**config.mk**
```make
export PLATFORM = sky130hd
export DESIGN_NAME = ram_copy_engine
export DESIGN_NICKNAME = d
export VERILOG_FILES = /design/src/rtl/ram_copy_engine.sv
export SDC_FILE = /design/constraint.sdc
export NUM_CORES = 1
export LEC_CHECK = 0
export ABC_AREA = 1
export CELL_PAD_IN_SITES_DETAIL_PLACEMENT = 1
export CELL_PAD_IN_SITES_GLOBAL_PLACEMENT = 1
export CORE_UTILIZATION = 30
export DETAILED_ROUTE_END_ITERATION = 8
export DONT_BUFFER_PORTS = 1
export GPL_TIMING_DRIVEN = 0
export PLACE_DENSITY_LB_ADDON = 0.1
export SLEW_MARGIN = 25
export SYNTH_ARGS = -nofsm -noshare
export SYNTH_HDL_FRONTEND = slang
export SYNTH_SLANG_ARGS = --single-unit
```
**constraint.sdc**
```tcl
create_clock -name clk -period 2 [get_ports clk]
set_input_delay 0 -clock clk [delete_from_list [all_inputs] [get_ports clk]]
set_output_delay 0 -clock clk [all_outputs]
set_load 0.005 [all_outputs]
```
**src/rtl/ram_copy_engine.sv**
```systemverilog
// Copies a run of words from one region of a single-port RAM to another,
// using one read/wait/write triple per word.
module ram_copy_engine #(
  parameter int DWIDTH = 16,
  parameter int AWIDTH = 16
) (
  input  logic              clk,
  input  logic              rst,
  input  logic              start,
  input  logic              abort,
  input  logic [AWIDTH-1:0] src_addr_i,
  input  logic [AWIDTH-1:0] dst_addr_i,
  input  logic [AWIDTH:0]   len_i,
  output logic              busy,
  output logic              done,
  output logic              aborted,
  output logic [AWIDTH:0]   words_done,
  output logic              ram_en,
  output logic              ram_wen,
  output logic [AWIDTH-1:0] ram_addr,
  output logic [DWIDTH-1:0] ram_wdata,
  input  logic [DWIDTH-1:0] ram_rdata,
  input  logic              ram_valid
);

  typedef enum logic [2:0] {IDLE, RD, WAIT, WR, FIN} state_t;

  localparam logic [AWIDTH-1:0] PTR_ONE = 1;
  localparam logic [AWIDTH:0]   CNT_ONE = 1;

  state_t            state, state_next;
  logic [AWIDTH-1:0] src_ptr, dst_ptr;
  logic [AWIDTH:0]   len_reg;
  logic [DWIDTH-1:0] data_reg;
  logic              active;

  always_comb begin
    state_next = state;
    active     = (state == RD) || (state == WAIT) || (state == WR);
    case (state)
      IDLE: if (start) state_next = (len_i == '0) ? FIN : RD;
      RD:   state_next = abort ? IDLE : WAIT;
      WAIT: begin
        if (abort)          state_next = IDLE;
        else if (ram_valid) state_next = WR;
      end
      WR: begin
        // The write in this cycle still lands even when abort is raised
        if (abort)                           state_next = IDLE;
        else if (words_done + CNT_ONE < len_reg) state_next = RD;
        else                                 state_next = FIN;
      end
      FIN:     state_next = IDLE;
      default: state_next = IDLE;
    endcase
  end

  // RAM-side pins depend only on registered state, so no input reaches them combinationally
  always_comb begin
    busy      = active;
    done      = (state == FIN);
    ram_en    = (state == RD) || (state == WR);
    ram_wen   = (state == WR);
    ram_addr  = '0;
    ram_wdata = '0;
    if (state == RD) ram_addr = src_ptr;
    if (state == WR) begin
      ram_addr  = dst_ptr;
      ram_wdata = data_reg;
    end
  end

  always_ff @(posedge clk) begin
    if (rst) begin
      state      <= IDLE;
      src_ptr    <= '0;
      dst_ptr    <= '0;
      len_reg    <= '0;
      data_reg   <= '0;
      words_done <= '0;
      aborted    <= 1'b0;
    end else begin
      state   <= state_next;
      aborted <= abort && active;
      case (state)
        IDLE: begin
          if (start) begin
            src_ptr    <= src_addr_i;
            dst_ptr    <= dst_addr_i;
            len_reg    <= len_i;
            words_done <= '0;
          end
        end
        WAIT: if (ram_valid) data_reg <= ram_rdata;
        WR: begin
          src_ptr    <= src_ptr + PTR_ONE;
          dst_ptr    <= dst_ptr + PTR_ONE;
          words_done <= words_done + CNT_ONE;
        end
        default: ;
      endcase
    end
  end

endmodule

```
**After elaboration in Yosys (flattened, before gate mapping)**

Index checks and enable logic that the tools add are counted.

- Add/subtract/negate cells: 3
- Order comparisons: 1
- Equal/unequal tests: 6
- Multiplexer cells: 17
- Reduce and logical (&&, ||, !) cells: 11

Operators with widths:

| operator | count |
|---|---|
| two-way mux 16 bit | 5 |
| one-hot mux 16 bit (2 select lines) | 2 |
| one-hot mux 17 bit (2 select lines) | 1 |
| adder 16 x 1 -> 16 bit, second input constant | 2 |
| two-way mux 3 bit | 6 |
| adder 17 x 1 -> 17 bit, second input constant | 1 |
| zero test 17 bit | 1 |
| less-than comparator 17 bit | 1 |
| two-way mux 17 bit | 1 |
| one-hot mux 3 bit (4 select lines) | 1 |
| AND reduction 2 bit | 4 |
| == test 3 x 2 -> 1 bit, second input constant | 2 |
| == test 3 x 1 -> 1 bit, second input constant | 1 |
| == test 3 bit, second input constant | 1 |
| zero test 3 bit | 1 |
| logical OR 1 bit | 3 |
| inequality test 3 bit, second input constant | 1 |
| two-way mux 2 bit | 1 |
| inequality test 2 bit, second input constant | 1 |
| nonzero test 2 bit | 1 |
| logical AND 1 bit | 1 |

- Flip-flop bits (word level): 86
- Input bits: 70
- Output and inout port bits: 54
- Logic and storage cells: 45

**Depth between registers and ports, before layout**

Gate-level depths: netlist (run 1).

- Word-level depth: 5
- Gate-level depth with buffers: 19
- Gate-level depth less buffers: 19

**Least setup slack after synthesis (run 1)**

No wires, ideal clock.

- Path type: register to register
- From: register words_done[0]
- To: register state[2]
- Setup time: 0.128 ns
- Arrival: 2.055 ns
- Required time: 1.872 ns
- Setup slack: -0.183 ns
- Cell stages (with the launch flop): 20
- Buffers on the path: 0
- Period minus slack after synthesis: 2.183 ns
- Path through: dfxtp_1 ha_1 nand3_1 inv_1 nand2_1 nor2_1 inv_1 nor2_1 inv_1 nand2_1 inv_1 ha_1 a21oi_1 o21ai_0 a21oi_1 nand2_1 nand2_1 nand2_1 nand2_1 nor2_1

- Cells in the longest elaborated chain, start to end: 5

Ends and longest elaborated chain:

| item | line | source |
|---|---|---|
| from (decl) | 17 | `output logic [AWIDTH:0] words_done,` |
| from (signal assigned) | 98 | `words_done <= words_done + CNT_ONE;` |
| adder 17 x 1 -> 17 bit | 50 | `else if (words_done + CNT_ONE < len_reg) state_next = RD;` |
| less-than comparator 17 bit | 50 |  |
| two-way mux 3 bit | 50 |  |
| two-way mux 3 bit | 49 | `if (abort) state_next = IDLE;` |
| one-hot mux 3 bit (4 select lines) | 40 | `case (state)` |
| to (signal assigned) | 83 | `state <= state_next;` |
| to (decl) | 31 | `state_t state, state_next;` |

No other way between the ends.
A chain may end at the register's enable or synchronous reset.

**Worst setup path in the final report (run 1)**

Ends and elaborated chain as after synthesis.

==> summary by stage, run 1 <==
Yosys
The synthesized design contains between 80 and 90 register bits. The synthesized design contains 0 enable-type register cells. The largest total area in the synthesized netlist belongs to sky130_fd_sc_hd__dfxtp_1.

By instance count, the leading cell after synthesis is sky130_fd_sc_hd__nand2_1. The instance count of the mapped netlist is around 760. In the synthesized netlist, the cells that appear most often are sky130_fd_sc_hd__nand2_1 (151), sky130_fd_sc_hd__inv_1 (99), sky130_fd_sc_hd__dfxtp_1 (86). Of all flip-flops after synthesis, the portion carrying an async set or reset was 0%. Yosys printed 0 warnings. Counting distinct cell types in the post-synthesis netlist gives between 40 and 50.

A synthesized cell averages around 6.7 um2. The primary flip-flop cell chosen by synthesis mapping is sky130_fd_sc_hd__dfxtp_1. Sorting the synthesized cells by area gives the leading types as sky130_fd_sc_hd__dfxtp_1 (34%), sky130_fd_sc_hd__nand2_1 (11%), sky130_fd_sc_hd__inv_1 (7.3%). The cell area after synthesis is 5070 um2. The post-synthesis net count is about 850. The fraction of post-synthesis cell area in the top cell type by area is between 30% and 40%. Of the synthesized area, sequential elements account for between 30% and 40%.

Floorplan
The effective utilization at floorplan is a little under a third. The floorplan die width is 132 um. The die outline area is 17,400 um2. approximately 120 I/O pins were placed. The core region is ~17,000 um2.

The die is about 130 um tall. The placement row count is 47.

Global routing
The first global-routing pass estimated 31,500 um of wire. The via count of the first global-routing pass was between 5,000 and 6,000. Entering global routing, the biggest net connects 17 pins. The initial antenna violation count was 0. The residual overflow from global routing is 0.

For this run, the total global-route usage over all layers was measured as 23.6%.

Timing
The pin slew with the least headroom to its limit is 0.768 ns. The least setup slack across all paths after layout is -0.264 ns. The worst pin sits at a relative slew slack of between 40% and 50%. The number of hold violations in the final report is 0. The final setup violation count is 2. The final worst-path cycle share is 113%. The final worst clock skew is ~0.0098 ns. The final number of max-transition violations is 0. Based on the critical path, the design can be clocked at up to 442 MHz. Setup repair after global routing could not meet its margin everywhere. The post-layout minimum cycle time is 2.26 ns.

Setup path
STA classifies the critical path startpoint as a register. For the worst setup path, the data required time is 2.22 ns. The worst setup path is of the register to register kind.

The sort of element at the end of the critical path is a register. The maximum fanout count along the critical path is 6. At the worst endpoint, the arrival time is around 2.5 ns.

Detailed routing
In the routed layout, each cell is associated on average with a via count of ~5.1. The violation count after the first detailed-route iteration is about 170. The total number of vias is around 5,400. The number of detailed-route iterations in the first pass is 4.

The wire length per cell is 18.7 um. The number of remaining DRC errors is 0. In this run the remaining antenna-violating nets after routing total 0. The total length of routed wires is between 20,000 and 25,000 um.

Clock tree
The H-tree depth reported by CTS is 3. For this design, the sink count on the clock tree is 86. After clock tree synthesis, the clock-pin slew on the worst setup and hold paths is approximately 0.07 ns. The TritonCTS clock tree is yes. The master cell of the clock root buffer is sky130_fd_sc_hd__clkbuf_16.

The number of buffers created by CTS is 9. The clock network latency to the later pin of the worst-skew pair is around 0.36 ns. The longest clock path from root to sink contains 2 buffers.

Power and ir drop
In this run the static leakage power is 2.59 nW. The net switching fraction of the power is a little under a third. The proportion of power drawn by the clock network is 40.9%. The internal power of the cells totals roughly 3.2 mW. Dividing total power by cell area gives a power density of 681 nW/um2. The maximum vdd drop is between 0.0004 and 0.0005 V. Registers are responsible for roughly two fifths of the overall power. The logic gate share of total power is 17.6%. The total power of the final layout is between 4 and 5 mW. The analysis attributes to net switching a power of 1.39 mW.

Status
The flow ran to the end, but the final reports show violations. The final reports fail on negative setup slack.

Final layout
Cells with a size suffix above 1 make up ~15% of the layout. The net total in the final layout is between 900 and 1,000. The layout overhead on the synthesized area is 32.5%. The final standard cell utilization of the core is 40.7%. The number of antenna diodes in the final layout is 0.

Place
The congestion estimate from routability-driven global placement came to ~0.85. Port buffering added 0 buffers. After legalization and detailed placement, the total HPWL measured around 15,000 um.

Worst hold path
The worst min-delay path category is input pin to register.

Job
The number of maximum-capacitance violations is 0.
[cell type report]
| type | count | area, um2 |
|---|---|---|
| plain buffers | 33 | 205 |
| clock inverters | 6 | 72.6 |
| fillers | 2082 | 9800 |
| clock buffers | 10 | 250 |
| multi-input cells | 535 | 3000 |
| well taps | 220 | 275 |
| flip-flops and latches | 86 | 1760 |
| repair buffers | 80 | 776 |
| inverters | 102 | 388 |
[power groups by stage]
stage,Sequential [mW],Combinational (mW),Clock [mW]
after CTS,1.90,0.787,1.92
after detailed placement,1.95,0.656,0
after global routing,1.92,0.894,1.99
final,1.90,0.805,1.87
after global placement,1.94,0.636,0
after floorplan,1.92,0.454,0
[logic make-up (layout without fill, tap and decap cells)]
kind of cell / count (synthesis) / after routing / share of synthesized area, %
adders and majority gates: 19 / 19 / 4.69
and+or+nand+nor: 319 / 319 / 27.6
AOI/OAI and AO/OA: 183 / 183 / 19.8
buffers and inverters: 136 / 231 / 11.6
xor gates and xnor gates: 14 / 14 / 2.42
DFF: 86 / 86 / 33.9
[through the flow]
step | hold slack [ns] | area (um2) | setup slack, ns | TNS [ns] | std cells
after floorplan | 0.135 | 5100 | -0.0290 | -0.0290 | 757
after global placement | 0.141 | 5380 | -0.539 | -1.03 | 977
after detailed placement | 0.152 | 5380 | -0.626 | -1.23 | 977
after CTS | 0.00808 | 6570 | -0.356 | -0.708 | 1067
after global routing | 0.0725 | 6720 | -0.452 | -0.850 | 1072
final | 0.0258 | 6720 | -0.264 | -0.518 | 1072
[critical path: stages, from the launching register on]
cell                      delay [ns]
sky130_fd_sc_hd__dfxtp_4        0.41
sky130_fd_sc_hd__ha_4           0.16
sky130_fd_sc_hd__nand3_4        0.08
sky130_fd_sc_hd__inv_4          0.09
sky130_fd_sc_hd__nand3_4        0.08
sky130_fd_sc_hd__nor2_4         0.13
sky130_fd_sc_hd__xor2_2         0.21
sky130_fd_sc_hd__ha_1           0.30
sky130_fd_sc_hd__a21oi_2        0.13
sky130_fd_sc_hd__o21ai_1        0.08
sky130_fd_sc_hd__a21oi_2        0.18
sky130_fd_sc_hd__nand2_1        0.08
sky130_fd_sc_hd__nand2_1        0.06
sky130_fd_sc_hd__nand2_1        0.04
sky130_fd_sc_hd__nand2_1        0.05
sky130_fd_sc_hd__nor2_1         0.03
[layout by cell type (no fill, tap or decap), types with 7 or more instances in the layout]
| cell type | instances |
|---|---|
| sky130_fd_sc_hd__o21ai_0 | 66 |
| sky130_fd_sc_hd__nand4_1 | 13 |
| sky130_fd_sc_hd__ha_1 | 16 |
| sky130_fd_sc_hd__dlygate4sd3_1 | 70 |
| sky130_fd_sc_hd__nor2_2 | 10 |
| sky130_fd_sc_hd__nor2_4 | 7 |
| sky130_fd_sc_hd__clkbuf_1 | 8 |
| sky130_fd_sc_hd__dfxtp_1 | 72 |
| sky130_fd_sc_hd__a31oi_1 | 12 |
| sky130_fd_sc_hd__dfxtp_4 | 7 |
| sky130_fd_sc_hd__nand3_1 | 38 |
| sky130_fd_sc_hd__a21oi_1 | 69 |
| sky130_fd_sc_hd__o22ai_2 | 9 |
| sky130_fd_sc_hd__nand2_1 | 150 |
| sky130_fd_sc_hd__xor2_1 | 11 |
| sky130_fd_sc_hd__inv_1 | 95 |
| sky130_fd_sc_hd__nor3_1 | 12 |
| sky130_fd_sc_hd__buf_2 | 11 |
| sky130_fd_sc_hd__nor2_1 | 67 |
| sky130_fd_sc_hd__clkbuf_16 | 10 |
| sky130_fd_sc_hd__dfxtp_2 | 7 |
| sky130_fd_sc_hd__buf_4 | 14 |
[path summary, 6_finish.rpt]
kind | depth (start not counted) | slack [ns] | end | startpoint
worst min-delay path | 3 | 0.03 | src_ptr[3] | src_addr_i[3]
worst max-delay path | 15 | -0.26 | state[2] | words_done[0]
worst max register to register | 15 | -0.26 | state[2] | words_done[0]
worst min register to register | 2 | 0.46 | data_reg[7] | data_reg[7]
[timing repair]
item,in CTS,in global routing
resized for setup,39,31
pin swaps,11,11
buffers inserted,4,6
endpoints found under the setup margin,2,15
hold buffers,70,0
hold endpoints to repair,67,0
[metal layers]
layer  up-vias  share of wire (%)  track usage [%]
li1       2671                  -                -
met1      2646                 42             27.1
met2       107                 51             43.0
met3        20                5.0             4.81
met4         0                1.8             8.72
met5         -                  0                0
(Power assumes the default switching activity.)
==> run 2, diff against run 1 <==
--- a/config.mk
+++ b/config.mk
@@ -6,13 +6,11 @@
 export NUM_CORES = 1
 export LEC_CHECK = 0
 export ABC_AREA = 1
-export CELL_PAD_IN_SITES_DETAIL_PLACEMENT = 1
-export CELL_PAD_IN_SITES_GLOBAL_PLACEMENT = 1
-export CORE_UTILIZATION = 30
+export CORE_UTILIZATION = 58
 export DETAILED_ROUTE_END_ITERATION = 8
 export DONT_BUFFER_PORTS = 1
 export GPL_TIMING_DRIVEN = 0
-export PLACE_DENSITY_LB_ADDON = 0.1
+export PLACE_DENSITY = 0.76
 export SLEW_MARGIN = 25
 export SYNTH_ARGS = -nofsm -noshare
 export SYNTH_HDL_FRONTEND = slang
==> run 2 against run 1 <==
The flow finishes with violations (negative hold slack, negative setup slack). Sequential power about the same. Combinational power shrank 3.9%. Sequential share of layout area is 1.6 points higher. Utilization grew 35 points. Hold slack worse by 0.028 ns. Clock skew rose by 0.0092 ns. Critical path depth up 4. Non-clock buffer count is 5 lower. First-iteration DRC count up 150%. Critical endpoint unchanged. Largest cell class unchanged. Largest power group unchanged.
==> summary by stage, run 2 (synthesized netlist as in run 1, its figures left out) <==
Power and ir drop
The design internal power is 2.71 mW (was 3.19 mW). The total power of the final layout is 3.98 mW (was 4.57 mW). The proportion of power drawn by the clock network came to 32.8% (was 40.9%). The maximum vdd drop is 0.000370 V (was 0.000448 V). The register share of total power is 47.8% (was 41.5%). The logic gate share of total power is 19.5% (was 17.6%). The ratio of total power to cell area is 626 nW/um2 (was 681 nW/um2). The static power due to leakage came to 2.48 nW (was 2.59 nW). The net switching fraction of the power was 31.8% (was 30.3%). The net switching power of the design is 1.27 mW (was 1.39 mW).

Global routing
The residual overflow from global routing was 0 (unchanged). The via count of the first global-routing pass is 5,355 (was 5,814). The initial antenna violation count is 0 (unchanged). The pin count of the biggest net entering global routing is 17 (unchanged). The total global routing track utilization is 36.8% (was 23.6%). The global-route wire length before repair is 25,400 um (was 31,500 um).

Detailed routing
The total length of routed wires came to 16,700 um (was 20,000 um). The number of detailed-route iterations in the first pass is 6 (was 4). The total number of vias was 5,587 (was 5,444). The per-cell via count in the routed design is 5.86 (was 5.08). The count of nets left with antenna violations after detail routing is 0 (unchanged). The violation count after the first detailed-route iteration is 429 (was 173). The wire length per cell is 17.5 um (was 18.7 um). The number of remaining DRC errors is 0 (unchanged).

Floorplan
The placement row count is 33 (was 47). The count of pins on the block boundary is 124 (unchanged). The die height is 95.5 um (was 132 um). The floorplan die width is 95.5 um (was 132 um). The core footprint is 8340 um2 (was 16,500 um2).

The effective utilization at floorplan is 60.8% (was 30.7%). The die outline area was 9120 um2 (was 17,400 um2).

Timing
The maximum clock frequency was 453 MHz (was 442 MHz). The final number of max-transition violations is 0 (unchanged). Unrepaired setup endpoints after global routing: true (unchanged). The number of hold violations in the final report is 1 (was 0). The sum of negative setup slack is -0.369 ns (was -0.518 ns).

The tightest slew margin relative to the limit is 51.6% (was 48.8%). The final worst-path cycle share came to 110% (was 113%). The final setup violation count is 2 (unchanged). The pin slew with the least headroom to its limit was 0.726 ns (was 0.768 ns).

The post-layout minimum cycle time came to 2.21 ns (was 2.26 ns). The worst hold slack across all endpoints was -0.00194 ns (was 0.0258 ns). The least setup slack across all paths after layout is -0.206 ns (was -0.264 ns).

The final worst clock skew is 0.0190 ns (was 0.00977 ns).

Final layout
Commonest cells after routing, fill and taps aside: sky130_fd_sc_hd__nand2_1 (148), sky130_fd_sc_hd__inv_1 (96), sky130_fd_sc_hd__dfxtp_1 (72), sky130_fd_sc_hd__dlygate4sd3_1 (72), sky130_fd_sc_hd__a21oi_1 (70) (was sky130_fd_sc_hd__nand2_1 (150), sky130_fd_sc_hd__inv_1 (95), sky130_fd_sc_hd__dfxtp_1 (72), sky130_fd_sc_hd__dlygate4sd3_1 (70), sky130_fd_sc_hd__a21oi_1 (69)). The share of final-layout standard cells stronger than drive strength 1 was 12.5% (was 15.0%). The net total in the final layout is 931 (was 936). The final cell area excluding filler cells is 6350 um2 (was 6720 um2). The layout overhead on the synthesized area is 25.2% (was 32.5%). The most common cell after layout, fill and taps aside is sky130_fd_sc_hd__nand2_1 (unchanged).

Clock tree
The clock-pin slew on the worst setup and hold paths is 0.10 ns (was 0.07 ns). The master cell of the clock root buffer is sky130_fd_sc_hd__clkbuf_8 (was sky130_fd_sc_hd__clkbuf_16). The largest buffer count on any clock path is 2 (unchanged). The number of buffers created by CTS is 9 (unchanged). The number of clock sinks came to 86 (unchanged).

The TritonCTS clock tree is yes (unchanged). The clock network latency to the later pin of the worst-skew pair came to 0.37 ns (was 0.36 ns). The H-tree depth reported by CTS came to 3 (unchanged).

Setup path
The critical path class is register to register (unchanged). The peak per-stage delay on the critical path is 0.42 ns (was 0.41 ns). The maximum fanout count along the critical path is 6 (unchanged).

The number of buffers and inverters on the critical path is 4 (was 1). The data arrival time of the worst path is 2.46 ns (was 2.49 ns). The cell repeated most along the worst path is sky130_fd_sc_hd__nand2_1 (unchanged). CP Cell Sequence: ha_4 > nand3_4 > inv_4 > nand2_4 > nor2_4 > inv_2 > nor2_1 > inv_1 > nand2_1 > inv_2 > ha_4 > a21oi_2 > o21ai_1 > a21oi_2 > nand2_1 > nand2_1 > nand2_1 > nand2_1 > nor2_1 (was ha_4 > nand3_4 > inv_4 > nand3_4 > nor2_4 > xor2_2 > ha_1 > a21oi_2 > o21ai_1 > a21oi_2 > nand2_1 > nand2_1 > nand2_1 > nand2_1 > nor2_1). The data required time at the worst endpoint is 2.25 ns (was 2.22 ns). The element type at the critical path start was a register (unchanged). The kind of cell adding the most delay to the critical path is simple AND/OR/NAND/NOR gates (unchanged). The critical path's slowest cell is sky130_fd_sc_hd__dfxtp_4 (unchanged). The sort of element at the end of the critical path was a register (unchanged).

Status
Run status: finished with violations (unchanged). Failing checks: negative hold slack, negative setup slack (was negative setup slack).

Place
The global placer's final weighted congestion came to 0.960 (was 0.852). The placed wire-length estimate after detailed placement is 11,300 um (was 14,700 um). The number of I/O port buffers was 0 (unchanged).

The total placed instance area is 5230 um2 (was 5380 um2).

Worst hold path
The worst min-delay path category is input pin to register (unchanged).

Job
The number of maximum-capacitance violations is 0 (unchanged).
run 2: layer usage:
layer | vias to the layer above | GRT usage, % | wire length (um)
li1 | 2661 | - | -
met1 | 2568 | 41.8 | 6370
met2 | 288 | 63.2 | 8220
met3 | 70 | 8.37 | 1380
met4 | 0 | 20.8 | 725
met5 | - | 0 | 0
run 2: tightest hold or removal path, cell delays in order:
cell and delay, ns:
sky130_fd_sc_hd__nor2_1 0.03, sky130_fd_sc_hd__nand2_1 0.05, sky130_fd_sc_hd__nor2_1 0.05, sky130_fd_sc_hd__nand4_1 0.08, sky130_fd_sc_hd__nand2_1 0.05, sky130_fd_sc_hd__nand2_1 0.05
sky130_fd_sc_hd__nor2_1 0.03
run 2: power groups by stage:
stage	registers, mW	logic (mW)	clock network (mW)
3_5_place_dp	1.94	0.610	0
3_3_place_gp	1.94	0.592	0
6_report	1.90	0.774	1.30
2_1_floorplan	1.92	0.454	0
5_1_grt	1.91	0.844	1.37
4_1_cts	1.90	0.734	1.30
run 2: path summary, 6_finish.rpt:
kind | start | end | slack [ns] | cells past startpoint
max | words_done[0] | state[2] | -0.21 | 19
min | len_i[15] | state[2] | -0.002 | 7
max reg2reg | words_done[0] | state[2] | -0.21 | 19
min reg2reg | data_reg[11] | data_reg[11] | 0.46 | 2
run 2: what timing repair did:
action,4_1_cts,5_1_grt
cloned,0,0
buffers inserted,2,0
hold buffers,72,0
gates resized for setup,29,20
pin swaps,9,6
endpoints found under the setup margin,2,3
endpoints found under the hold margin,69,0
run 2: cell type report:
| class | instances | area [um2] |
|---|---|---|
| flip-flops and latches | 86 | 1760 |
| inverters | 102 | 388 |
| plain buffers | 34 | 204 |
| clock buffers | 9 | 124 |
| repair buffers | 74 | 736 |
| fillers | 656 | 1990 |
| clock inverters | 7 | 81.3 |
| well taps | 105 | 131 |
| diodes | 1 | 2.50 |
| multi-input cells | 535 | 2920 |
run 2: through the flow:
step / hold WS (ns) / worst slack [ns] / util, % / std cells
after global routing: 0.0351 / -0.388 / 76.1 / 952
after CTS: 0.00707 / -0.246 / 75.3 / 952
after detailed placement: 0.145 / -0.419 / 62.7 / 862
final: -0.00194 / -0.206 / 76.1 / 953
after floorplan: 0.135 / -0.0290 / - / 757
after global placement: 0.139 / -0.371 / 62.7 / 862
==> run 3, diff against run 2 <==
--- a/config.mk
+++ b/config.mk
@@ -6,11 +6,11 @@
 export NUM_CORES = 1
 export LEC_CHECK = 0
 export ABC_AREA = 1
-export CORE_UTILIZATION = 58
+export CORE_UTILIZATION = 50
 export DETAILED_ROUTE_END_ITERATION = 8
 export DONT_BUFFER_PORTS = 1
 export GPL_TIMING_DRIVEN = 0
-export PLACE_DENSITY = 0.76
+export PLACE_DENSITY = 0.68
 export SLEW_MARGIN = 25
 export SYNTH_ARGS = -nofsm -noshare
 export SYNTH_HDL_FRONTEND = slang
==> constraint.sdc (replaced) <==
create_clock -name clk -period 2 [get_ports clk]
set_input_delay 0.4 -clock clk [delete_from_list [all_inputs] [get_ports clk]]
set_output_delay 0.4 -clock clk [all_outputs]
set_load 0.005 [all_outputs]
==> run 3 against run 2 <==
The run ends with negative setup slack left. Cell area is 2.1% lower. Clock skew shrank 0.010 ns. Sequential power is essentially flat. Flip-flop and latch count stayed put. Via count fell by 4.5%. Non-clock buffer count fell by 50. Cell count down 2.4%. Hold slack better by 0.17 ns. Global-route usage fell by 5.2 points. Critical path depth is 5 lower. Clock-buffer cell count unchanged. Worst setup slack lost 0.085 ns. Critical endpoint unchanged.
==> summary by stage, run 3 (synthesized netlist as in run 1, its figures left out) <==
Setup path
CP Cell Sequence: nand4_1 > nor2_4 > inv_1 > nor2_1 > xor2_1 > ha_1 > nand2_2 > o21ai_1 > a21oi_2 > nand2_1 > nand2_1 > nand2_1 > nand2_1 > nor2_1 (was ha_4 > nand3_4 > inv_4 > nand2_4 > nor2_4 > inv_2 > nor2_1 > inv_1 > nand2_1 > inv_2 > ha_4 > a21oi_2 > o21ai_1 > a21oi_2 > nand2_1 > nand2_1 > nand2_1 > nand2_1 > nor2_1). The element type at the critical path start is a register (unchanged). The data arrival time of the worst path is 2.54 ns (was 2.46 ns). The data required time at the worst endpoint was 2.25 ns (about the same). The sort of element at the end of the critical path is a register (unchanged).

The cell repeated most along the worst path is sky130_fd_sc_hd__nand2_1 (unchanged). The critical path's slowest cell is sky130_fd_sc_hd__dfxtp_4 (unchanged). The maximum fanout count along the critical path was 7 (was 6). The kind of cell adding the most delay to the critical path is simple AND/OR/NAND/NOR gates (unchanged).

The critical path class is register to register (unchanged). The number of buffers and inverters on the critical path is 1 (was 4). The peak per-stage delay on the critical path is 0.42 ns (about the same).

Final layout
The number of cells in the finished layout apart from fillers is 930 (was 953). The total of fill cells in the finished design is 920 (was 656). The layout overhead on the synthesized area is 22.5% (was 25.2%). The most common cell after layout, fill and taps aside is sky130_fd_sc_hd__nand2_1 (unchanged). Commonest cells after routing, fill and taps aside: sky130_fd_sc_hd__nand2_1 (145), sky130_fd_sc_hd__inv_1 (96), sky130_fd_sc_hd__dfxtp_1 (70), sky130_fd_sc_hd__a21oi_1 (66), sky130_fd_sc_hd__o21ai_0 (64) (was sky130_fd_sc_hd__nand2_1 (148), sky130_fd_sc_hd__inv_1 (96), sky130_fd_sc_hd__dfxtp_1 (72), sky130_fd_sc_hd__dlygate4sd3_1 (72), sky130_fd_sc_hd__a21oi_1 (70)). The share of final-layout standard cells stronger than drive strength 1 is 21.2% (was 12.5%). The final cell area excluding filler cells is 6210 um2 (was 6350 um2).

The net total in the final layout is 881 (was 931). The final antenna diode count is 0 (was 1).

Floorplan
The floorplan die width is 103 um (was 95.5 um). The effective utilization at floorplan is 51.7% (was 60.8%). The die height is 103 um (was 95.5 um).

The die outline area was 10,600 um2 (was 9120 um2). The placement row count is 36 (was 33). The core footprint was 9820 um2 (was 8340 um2). The count of pins on the block boundary came to 124 (unchanged).

Place
The global placer's final weighted congestion came to 0.928 (was 0.960). The number of cells after detailed placement is 890 (was 862). The number of I/O port buffers was 0 (unchanged). The total placed instance area is 5270 um2 (was 5230 um2). The placed wire-length estimate after detailed placement is 11,800 um (was 11,300 um).

Power and ir drop
The static power due to leakage is 2.33 nW (was 2.48 nW). The ratio of total power to cell area is 613 nW/um2 (was 626 nW/um2). The maximum vdd drop came to 0.000307 V (was 0.000370 V).

Timing
The final worst clock skew is 0.00879 ns (was 0.0190 ns). The pin slew with the least headroom to its limit is 0.693 ns (was 0.726 ns). The post-layout minimum cycle time was 2.29 ns (was 2.21 ns).

The number of hold violations in the final report is 0 (was 1). The tightest slew margin relative to the limit is 53.8% (was 51.6%). The final number of max-transition violations came to 0 (unchanged).

The maximum clock frequency was 436 MHz (was 453 MHz). The least setup slack across all paths after layout is -0.291 ns (was -0.206 ns). The final worst-path cycle share is 115% (was 110%).

The final setup violation count was 13 (was 2). Unrepaired setup endpoints after global routing: true (unchanged).

Worst hold path
The worst min-delay path category is input pin to register (unchanged).

Detailed routing
The number of detailed-route iterations in the first pass came to 5 (was 6). The count of nets left with antenna violations after detail routing is 0 (unchanged). The violation count after the first detailed-route iteration came to 311 (was 429). The per-cell via count in the routed design is 5.74 (was 5.86). The total number of vias came to 5,334 (was 5,587). The number of remaining DRC errors is 0 (unchanged). The total length of routed wires is 16,900 um (was 16,700 um). The wire length per cell is 18.2 um (was 17.5 um).

Global routing
The pin count of the biggest net entering global routing is 20 (was 17). The global-route wire length before repair is 24,900 um (was 25,400 um). The initial antenna violation count was 0 (unchanged). The total global routing track utilization is 31.5% (was 36.8%). The residual overflow from global routing is 0 (unchanged). The via count of the first global-routing pass is 5,063 (was 5,355).

Clock tree
The number of clock sinks is 86 (unchanged). The clock-pin slew on the worst setup and hold paths came to 0.09 ns (was 0.10 ns). The largest buffer count on any clock path came to 2 (unchanged). The number of buffers created by CTS came to 9 (unchanged).

The TritonCTS clock tree is yes (unchanged). The H-tree depth reported by CTS is 3 (unchanged). The total of hold buffers inserted after clock tree synthesis is 0 (was 72). The clock network latency to the later pin of the worst-skew pair is 0.37 ns (about the same). The master cell of the clock root buffer is sky130_fd_sc_hd__clkbuf_8 (unchanged).

Status
Run status: finished with violations (unchanged). Failing checks: negative setup slack (was negative hold slack, negative setup slack).

Job
The number of maximum-capacitance violations is 0 (unchanged).
[run 3: cell count changes in the layout (fill, tap and decap cells not counted), moves of 4 or more]
cell,delta
sky130_fd_sc_hd__a21oi_1,-4
sky130_fd_sc_hd__a21oi_2,+4
sky130_fd_sc_hd__buf_12,+4
sky130_fd_sc_hd__buf_4,+18
sky130_fd_sc_hd__buf_6,+6
sky130_fd_sc_hd__dlygate4sd3_1,-72
sky130_fd_sc_hd__nor2_1,-16
sky130_fd_sc_hd__nor2_4,+18
sky130_fd_sc_hd__o21ai_0,-4
sky130_fd_sc_hd__o22ai_1,-10
sky130_fd_sc_hd__o22ai_4,+9
[run 3: report_power, final]
| part | leakage [nW] | internal, mW | switching (mW) |
|---|---|---|---|
| registers | 0.715 | 1.82 | 0.0858 |
| logic | 1.53 | 0.247 | 0.498 |
| clock network | 0.0901 | 0.455 | 0.706 |
[run 3: cell type report]
type | instances | area [um2] | area share [%]
timing repair buffer | 28 | 267 | 4.29
sequential | 86 | 1760 | 28.4
buffer | 30 | 205 | 3.30
clock buffer | 9 | 124 | 1.99
tap | 133 | 166 | 2.68
multi-input combinational | 535 | 3250 | 52.3
inverter | 102 | 390 | 6.28
clock inverter | 7 | 46.3 | 0.745
[run 3: timing repair]
| item | in CTS | in global routing |
|---|---|---|
| pin swaps | 21 | 22 |
| resized for setup | 82 | 71 |
| setup buffers | 26 | 5 |
| setup endpoints to repair | 34 | 40 |
[run 3: stage by stage]
stage / utilization, % / TNS (ns) / total power [mW] / setup WS [ns] / hold slack, ns
after global placement: 53.6 / -0.699 / 2.54 / -0.362 / 0.438
after global routing: 63.3 / -2.32 / 3.98 / -0.432 / 0.157
after CTS: 60.5 / -0.703 / 3.75 / -0.213 / 0.170
final: 63.3 / -1.25 / 3.81 / -0.291 / 0.170
after detailed placement: 53.6 / -0.765 / 2.56 / -0.403 / 0.445
after floorplan: - / -0.0290 / 2.38 / -0.0290 / 0.430
[run 3: layer usage]
| metal | share of wire, % | track usage [%] | vias to the layer above |
|---|---|---|---|
| met5 | 0 | 0 | - |
| met4 | 2.7 | 13.6 | 0 |
| met3 | 9.7 | 9.15 | 41 |
| met2 | 49 | 53.3 | 226 |
| met1 | 39 | 37.2 | 2499 |
| li1 | - | - | 2568 |
[run 3: final timing paths]
kind	end	cells past startpoint	startpoint	slack (ns)
setup reg to reg	state[2]	14	words_done[5]	-0.29
setup / recovery	state[2]	14	words_done[5]	-0.29
hold reg to reg	len_reg[3]	2	len_reg[3]	0.47
hold / removal	len_reg[0]	2	len_i[0]	0.17
